[config.mk]
export PLATFORM = sky130hd
export DESIGN_NAME = fetch_controller
export DESIGN_NICKNAME = d
export VERILOG_FILES = /design/src/rtl/fetch_controller.sv
export SDC_FILE = /design/constraint.sdc
export NUM_CORES = 1
export LEC_CHECK = 0
export CORE_MARGIN = 2
export CORE_UTILIZATION = 43
export CTS_BUF_LIST = sky130_fd_sc_hd__clkbuf_8
export CTS_CLUSTER_DIAMETER = 40
export DETAILED_ROUTE_END_ITERATION = 8
export MAX_ROUTING_LAYER = met4
export PLACE_DENSITY = 0.83
export SLEW_MARGIN = 40
export SYNTH_ARGS = -nofsm -noshare
export SYNTH_HDL_FRONTEND = slang
export SYNTH_SLANG_ARGS = --single-unit
[constraint.sdc]
create_clock -name clk -period 4.6 [get_ports clk]
set_input_delay 1.15 -clock clk [delete_from_list [all_inputs] [get_ports clk]]
set_output_delay 1.15 -clock clk [all_outputs]
set_load 0.01 [all_outputs]
[src/rtl/fetch_controller.sv]
// Instruction fetch sequencer: drives the PC register, issues single-outstanding
// imem requests and buffers one word for decode. Define FETCH_PERF_EN for fetch/kill counters.
module fetch_controller #(
    parameter logic [31:0] RESET_PC = 32'h0000_0000
) (
    input  logic        clk,
    input  logic        rst,
    input  logic [31:0] pc,
    output logic [31:0] pc_next,
    output logic        pc_stall,
    input  logic        redirect_valid,
    input  logic [31:0] redirect_target,
    output logic        imem_req,
    output logic [31:0] imem_addr,
    input  logic        imem_gnt,
    input  logic        imem_rvalid,
    input  logic [31:0] imem_rdata,
    output logic        if_valid,
    input  logic        if_ready,
    output logic [31:0] if_pc,
    output logic [31:0] if_instr
`ifdef FETCH_PERF_EN
    ,
    output logic [31:0] fetch_cnt,
    output logic [31:0] kill_cnt
`endif
);

    typedef enum logic [1:0] {
        S_IDLE = 2'd0,
        S_REQ  = 2'd1,
        S_WAIT = 2'd2,
        S_HOLD = 2'd3
    } state_e;

    state_e      state_q, state_d;
    logic        kill_q, kill_d;
    logic [31:0] req_pc_q, req_pc_d;
    logic [31:0] if_pc_q, if_pc_d;
    logic [31:0] if_instr_q, if_instr_d;
    logic [31:0] fetch_addr;
    logic [31:0] redirect_pc;

    assign fetch_addr  = pc & ~32'h3;
    assign redirect_pc = redirect_target & ~32'h3;

    always_ff @(posedge clk or posedge rst) begin
        if (rst) begin
            state_q <= S_IDLE;
        end else begin
            state_q <= state_d;
        end
    end

    // kill marks the outstanding response as stale after a redirect.
    always_comb begin
        state_d    = state_q;
        kill_d     = kill_q;
        req_pc_d   = req_pc_q;
        if_pc_d    = if_pc_q;
        if_instr_d = if_instr_q;
        case (state_q)
            S_IDLE: state_d = S_REQ;
            S_REQ: begin
                if (imem_gnt) begin
                    req_pc_d = fetch_addr;
                    state_d  = S_WAIT;
                    if (redirect_valid) kill_d = 1'b1;
                end
            end
            S_WAIT: begin
                if (imem_rvalid) begin
                    if (kill_q || redirect_valid) begin
                        kill_d  = 1'b0;
                        state_d = S_REQ;
                    end else begin
                        if_instr_d = imem_rdata;
                        if_pc_d    = req_pc_q;
                        state_d    = S_HOLD;
                    end
                end else if (redirect_valid) begin
                    kill_d = 1'b1;
                end
            end
            S_HOLD: begin
                if (redirect_valid || if_ready) state_d = S_REQ;
            end
            default: state_d = S_IDLE;
        endcase
    end

    always_ff @(posedge clk or posedge rst) begin
        if (rst) begin
            kill_q     <= 1'b0;
            req_pc_q   <= 32'h0;
            if_pc_q    <= 32'h0;
            if_instr_q <= 32'h0;
        end else begin
            kill_q     <= kill_d;
            req_pc_q   <= req_pc_d;
            if_pc_q    <= if_pc_d;
            if_instr_q <= if_instr_d;
        end
    end

    // Redirect wins over everything; otherwise the PC only moves on a decode accept.
    always_comb begin
        imem_req  = (state_q == S_REQ);
        imem_addr = fetch_addr;
        if_valid  = (state_q == S_HOLD) && !redirect_valid;
        if_pc     = if_pc_q;
        if_instr  = if_instr_q;
        pc_stall  = 1'b1;
        pc_next   = (state_q == S_IDLE) ? RESET_PC : pc;
        if (redirect_valid) begin
            pc_stall = 1'b0;
            pc_next  = redirect_pc;
        end else if (state_q == S_HOLD && if_ready) begin
            pc_stall = 1'b0;
            pc_next  = pc + 32'd4;
        end
    end

`ifdef FETCH_PERF_EN
    logic [31:0] fetch_cnt_q, fetch_cnt_d;
    logic [31:0] kill_cnt_q, kill_cnt_d;
    logic        accept, discard;

    assign accept  = (state_q == S_HOLD) && !redirect_valid && if_ready;
    assign discard = (state_q == S_WAIT) && imem_rvalid && (kill_q || redirect_valid);

    always_comb begin
        fetch_cnt_d = fetch_cnt_q;
        kill_cnt_d  = kill_cnt_q;
        if (accept)  fetch_cnt_d = fetch_cnt_q + 32'd1;
        if (discard) kill_cnt_d  = kill_cnt_q + 32'd1;
    end

    always_ff @(posedge clk or posedge rst) begin
        if (rst) begin
            fetch_cnt_q <= 32'h0;
            kill_cnt_q  <= 32'h0;
        end else begin
            fetch_cnt_q <= fetch_cnt_d;
            kill_cnt_q  <= kill_cnt_d;
        end
    end

    assign fetch_cnt = fetch_cnt_q;
    assign kill_cnt  = kill_cnt_q;
`endif

endmodule

## Word level (Yosys, flattened, before mapping)

Index checks and enable logic that the tools add are counted.
Widths: inputs -> output; s select.

| storage, ports and cells | value |
|---|---|
| register bits after elaboration | 95 |
| input port bits | 102 |
| output and inout bits | 131 |
| logic and storage cells | 40 |

| operators by class | value |
|---|---|
| add/subtract/negate cells | 1 |
| equality and inequality tests | 7 |
| mux-type cells | 15 |
| bitwise operators | 1 |
| reduce and logical (&&, ||, !) cells | 11 |

Operator list:

| kind | number |
|---|---|
| $mux 32 | 3 |
| $add 32x3->32 const B | 1 |
| $reduce_and 3->1 | 3 |
| $mux 2 | 4 |
| $pmux 2 s4 | 1 |
| $mux 1 | 6 |
| $eq 2x2->1 const B | 2 |
| $ne 2x2->1 const B | 2 |
| $ne 3x3->1 const B | 1 |
| $eq 2x1->1 const B | 1 |
| $logic_and 1x1->1 | 2 |
| $logic_not 2->1 | 1 |
| $logic_or 1x1->1 | 2 |
| $ne 2x1->1 const B | 1 |
| $pmux 1 s2 | 1 |
| $reduce_and 2->1 | 1 |
| $reduce_bool 2->1 | 1 |
| $logic_not 1->1 | 1 |
| $not 1->1 | 1 |

## Logic depth before layout (Yosys ltp)

| logic depth | value |
|---|---|
| word-level depth | 4 |
| depth in mapped cells | 7 |
| depth with buffers taken out | 6 |

## Worst setup path after synthesis

OpenSTA, ideal clock, no wires.

| timing path | value |
|---|---|
| path kind | in2out |
| start | input port pc[2] |
| end | output port pc_next[28] |
| data arrival time | 2.749 ns |
| required time | 3.450 ns |
| slack | 0.701 ns |
| stages | 6 |
| buffers on the path | 1 |
| cells stage by stage | ha_1 nand4_2 or4_1 buf_2 or4_1 o211ai_1 |

| between the ends | value |
|---|---|
| longest elaborated chain between the ends | 3 |

Ends and longest elaborated chain:

| what | line | text |
|---|---|---|
| start, declared | 8 | `input logic [31:0] pc,` |
| $add 32x3->32 | 120 | `pc_next = pc + 32'd4;` |
| $mux 32 | 118 | `end else if (state_q == S_HOLD && if_ready) begin` |
| $mux 32 | 115 | `if (redirect_valid) begin` |
| end, declared | 9 | `output logic [31:0] pc_next,` |

No other way between the ends.

## Final worst setup path

| timing path | value |
|---|---|
| start | input port pc[2] |
| end | output port pc_next[14] |

The elaborated chain is that of the path after synthesis.

==> key figures <==
Power
  – Clock share of power: 0.181
  – Relative contribution of combinational cells to total power: 0.447
  – Sequential power share: 0.372
  – Leakage Power: 3.44 nW
  – Switching Share: 0.314
  – Maximum vdd ir drop: 349 uV
  – Post-layout power: 0.00378 W
  – Total internal power: 0.00259 W
  – Total net switching power: 0.00119 W
  – Power density relative to cell area: 479 nW/um^2

Logic synthesis
  – Post-synthesis sequential element count: 95
  – Top-area cell type share of the netlist area: 0.471
  – Count of flip-flops with a built-in enable after synthesis: 0
  – Warning count from the yosys run: 0
  – Top post-synthesis cells by area: sky130_fd_sc_hd__dfrtp_1 (47%), sky130_fd_sc_hd__mux2_2 (20%), sky130_fd_sc_hd__buf_4 (5.1%)
  – Mean post-synth cell area: 11.1 sq um
  – Sequential element share of the synthesized area: 0.471
  – Yosys cell types: 45
  – Top cell type by total area after synthesis: sky130_fd_sc_hd__dfrtp_1
  – Instance count of the mapped netlist: 454
  – Post-synthesis instance area: 5050 sq um
  – Synth Flop Type: sky130_fd_sc_hd__dfrtp_1
  – Synth async-reset ratio: 1.00

Final layout
  – Total area of sequential cells: 2380 sq um
  – Multi-input gate area: 2320 sq um
  – Most common library cell in the layout ignoring fill and taps: sky130_fd_sc_hd__clkdlybuf4s50_1
  – Share of post-route cells with drive strength above 1: 0.285
  – Fill cell total of the finished layout: 812
  – Top library cells by usage in the layout, fill and taps aside: sky130_fd_sc_hd__clkdlybuf4s50_1 (199), sky130_fd_sc_hd__dfrtp_1 (95), sky130_fd_sc_hd__mux2_2 (89)
  – Count of nets after finishing: 811
  – Final cell area excluding filler cells: 7890 sq um
  – Area growth from synthesis to final layout: 56.2%
  – Antenna Cells: 0
  – Final core area utilization: 0.691

Clocking
  – Clock input transition at the sequential cells of the worst setup and hold paths: 0.08 ns
  – TritonCTS clock tree: yes
  – Clock latency on the worst-skew pair: 0.38 ns
  – Total clock buffers created by CTS: 9
  – Largest buffer count on any clock path: 2
  – Maximum level of the CTS H-tree: 3
  – Root buffer selected by CTS: sky130_fd_sc_hd__clkbuf_8
  – Number of clock sinks seen by CTS: 95
  – Number of hold buffers added after cts: 0

Floorplan
  – Total die area: 12600 sq um
  – Number of placement rows: 39
  – Die W: 112 um
  – Core area: 11400 sq um
  – Vert. Die Dim: 112 um
  – Initial core utilization: 0.442
  – I/O Pins: 233

Setup path
  – Reg-to-Reg Start: state_q[1]
  – Arrival time at the worst endpoint: 3.39 ns
  – Number of cell instances on the worst register-to-register path: 5
  – Type of element capturing the critical path: primary output
  – Reg-to-reg critical path endpoint: req_pc_q[14]
  – R2R Setup Slk: 2.46 ns
  – Worst path required time: 3.45 ns
  – Worst setup SP type: primary input
  – CP max FO: 4
  – Setup Crit Path Kind: primary input to primary output

Drt
  – DRC violation count after routing: 0
  – Iteration-0 DRC count of the detailed router: 194
  – Final antenna-violating net count: 0
  – Vias per std cell: 5.43
  – Mean routed wirelength per cell: 18.4 um
  – Total vias in the final route: 4622
  – Number of optimization iterations in the first detailed-route pass: 5
  – Total wirelength of the detailed-routed design: 15.6 mm

STA
  – Worst relative slew slack: 0.602
  – Min Tclk post-route: 4.54 ns
  – Final hold violation count: 0
  – Transition time at the pin with the least slew margin: 0.595 ns
  – Worst hold slack after final layout: 0.485 ns
  – Max-slew violation count: 0
  – Fin Setup TNS: 0 ns
  – RSZ-0062 raised after global routing: false
  – Number of setup violations in the final report: 0
  – Final critical-path share of the clock period: 0.986
  – Max Freq: 220 MHz
  – Setup skew after layout: 0.00921 ns

Global route
  – Antenna violations before repair: 0
  – Total congestion overflow after global routing: 0
  – Maximum number of pins on one net before global-route repair: 61
  – Via count of the first global-routing pass: 4761
  – First-pass GRT wire length: 24.7 mm
  – GRT Resource Usage Total: 0.256

Min path
  – End point of the worst hold path: req_pc_q[15]
  – Worst Hold Depth: 2
  – Origin of the worst min-delay path: req_pc_q[15]
  – Kind of path behind the tightest hold check: flip-flop to flip-flop

Run
  – Max-cap check violation count: 0

Outcome
  – Run status: finished clean

Place
  – Number of buffer cells added on primary ports: 226
  – Placed inst area: 7630 sq um
  – Routability-driven placement congestion ratio: 0.827
  – Half-perimeter wire length of the detailed placement result: 11.9 mm
area by class of cell:
| type | count | share of cell area |
|---|---|---|
| Timing Repair Buffer | 295 | 0.344 |
| Sequential cell | 95 | 0.301 |
| Multi-Input combinational cell | 292 | 0.294 |
| Tap cell | 143 | 0.0227 |
| Clock buffer | 10 | 0.0174 |
| Clock inverter | 6 | 0.0146 |
| Inverter | 10 | 0.00539 |
flip-flops by register name (all words and copies together), names as in the netlist:
name / cells
if_instr: 32
if_pc: 30
kill_q: 1
req_pc_q: 30
state_q: 2
through the flow:
stage,worst slack [ns],cells
floorplan,0.701,457
global placement,-0.493,831
detailed placement,-0.483,831
CTS,-0.180,851
global route,0.0161,851
finish,0.0631,851
cell usage after synthesis, types with 3 or more instances:
cell type                   instances
sky130_fd_sc_hd__o311ai_0           3
sky130_fd_sc_hd__o2111ai_1          8
sky130_fd_sc_hd__buf_4             34
sky130_fd_sc_hd__a21oi_1            7
sky130_fd_sc_hd__a22o_1             4
sky130_fd_sc_hd__a211o_1            3
sky130_fd_sc_hd__inv_1             10
sky130_fd_sc_hd__clkbuf_1          23
sky130_fd_sc_hd__xnor2_1            3
sky130_fd_sc_hd__o211ai_1          12
sky130_fd_sc_hd__mux2i_1            5
sky130_fd_sc_hd__a31oi_1            3
sky130_fd_sc_hd__mux2_2            89
sky130_fd_sc_hd__or4_1             14
sky130_fd_sc_hd__nand3_1           20
sky130_fd_sc_hd__o21ai_0           12
sky130_fd_sc_hd__nand2_1           34
sky130_fd_sc_hd__nor2_1            15
sky130_fd_sc_hd__dfrtp_1           95
sky130_fd_sc_hd__nand4_2            3
sky130_fd_sc_hd__or3_1              6
sky130_fd_sc_hd__nand4_1            5
sky130_fd_sc_hd__a32oi_1            4
sky130_fd_sc_hd__and3_1             6
sky130_fd_sc_hd__nor3_1             6
sky130_fd_sc_hd__ha_1               6
routing by layer:
layer / part of all wire / GRT usage / vias to the layer above
met5: 0 / - / -
met4: 0.030 / 0.102 / 0
met3: 0.075 / 0.0594 / 50
met2: 0.50 / 0.432 / 233
met1: 0.40 / 0.297 / 2220
li1: - / - / 2119
worst max-delay path by stage:
stage | from | cells past startpoint | endpoint | slack [ns]
6_report | pc[2] | 9 | pc_next[14] | 0.06
4_1_cts | pc[7] | 6 | pc_next[25] | -0.18
3_3_place_gp | pc[2] | 8 | pc_next[18] | -0.49
2_1_floorplan | pc[2] | 6 | pc_next[28] | 0.70
5_1_grt | pc[2] | 9 | pc_next[14] | 0.02
3_5_place_dp | pc[2] | 8 | pc_next[22] | -0.48
timing repair:
item                                    in CTS  in global routing
gates resized for setup                     34                 24
setup buffers                                4                  1
pin swaps                                    4                  3
endpoints found under the setup margin      21                 15
kinds of logic after synthesis:
logic type,count (synthesis),synth area share
other cells,1,0.000742
fa+ha+maj,6,0.0149
compound gates,61,0.0869
buf+inv,70,0.0793
xor+xnor,4,0.00694
mux,94,0.208
simple gates,123,0.132
flops,95,0.471
power by group through the flow:
| stage | Clock (W) | Combinational (W) | Sequential (W) |
|---|---|---|---|
| floorplan | 0 | 0.000702 | 0.00149 |
| global placement | 0 | 0.00168 | 0.00139 |
| detailed placement | 0 | 0.00172 | 0.00142 |
| CTS | 0.000703 | 0.00171 | 0.00141 |
| global route | 0.000736 | 0.00181 | 0.00146 |
| finish | 0.000685 | 0.00169 | 0.00141 |
worst max-delay path, stage by stage:
cell and delay [ns]:
sky130_fd_sc_hd__clkdlybuf4s50_1 0.51, sky130_fd_sc_hd__ha_2 0.22, sky130_fd_sc_hd__nand4_2 0.14, sky130_fd_sc_hd__buf_4 0.18, sky130_fd_sc_hd__or3_1 0.39, sky130_fd_sc_hd__buf_4 0.17
sky130_fd_sc_hd__o2111ai_1 0.23, sky130_fd_sc_hd__nand3_1 0.11, sky130_fd_sc_hd__dlygate4sd2_1 0.30
Power figures use the tool's default switching activity.
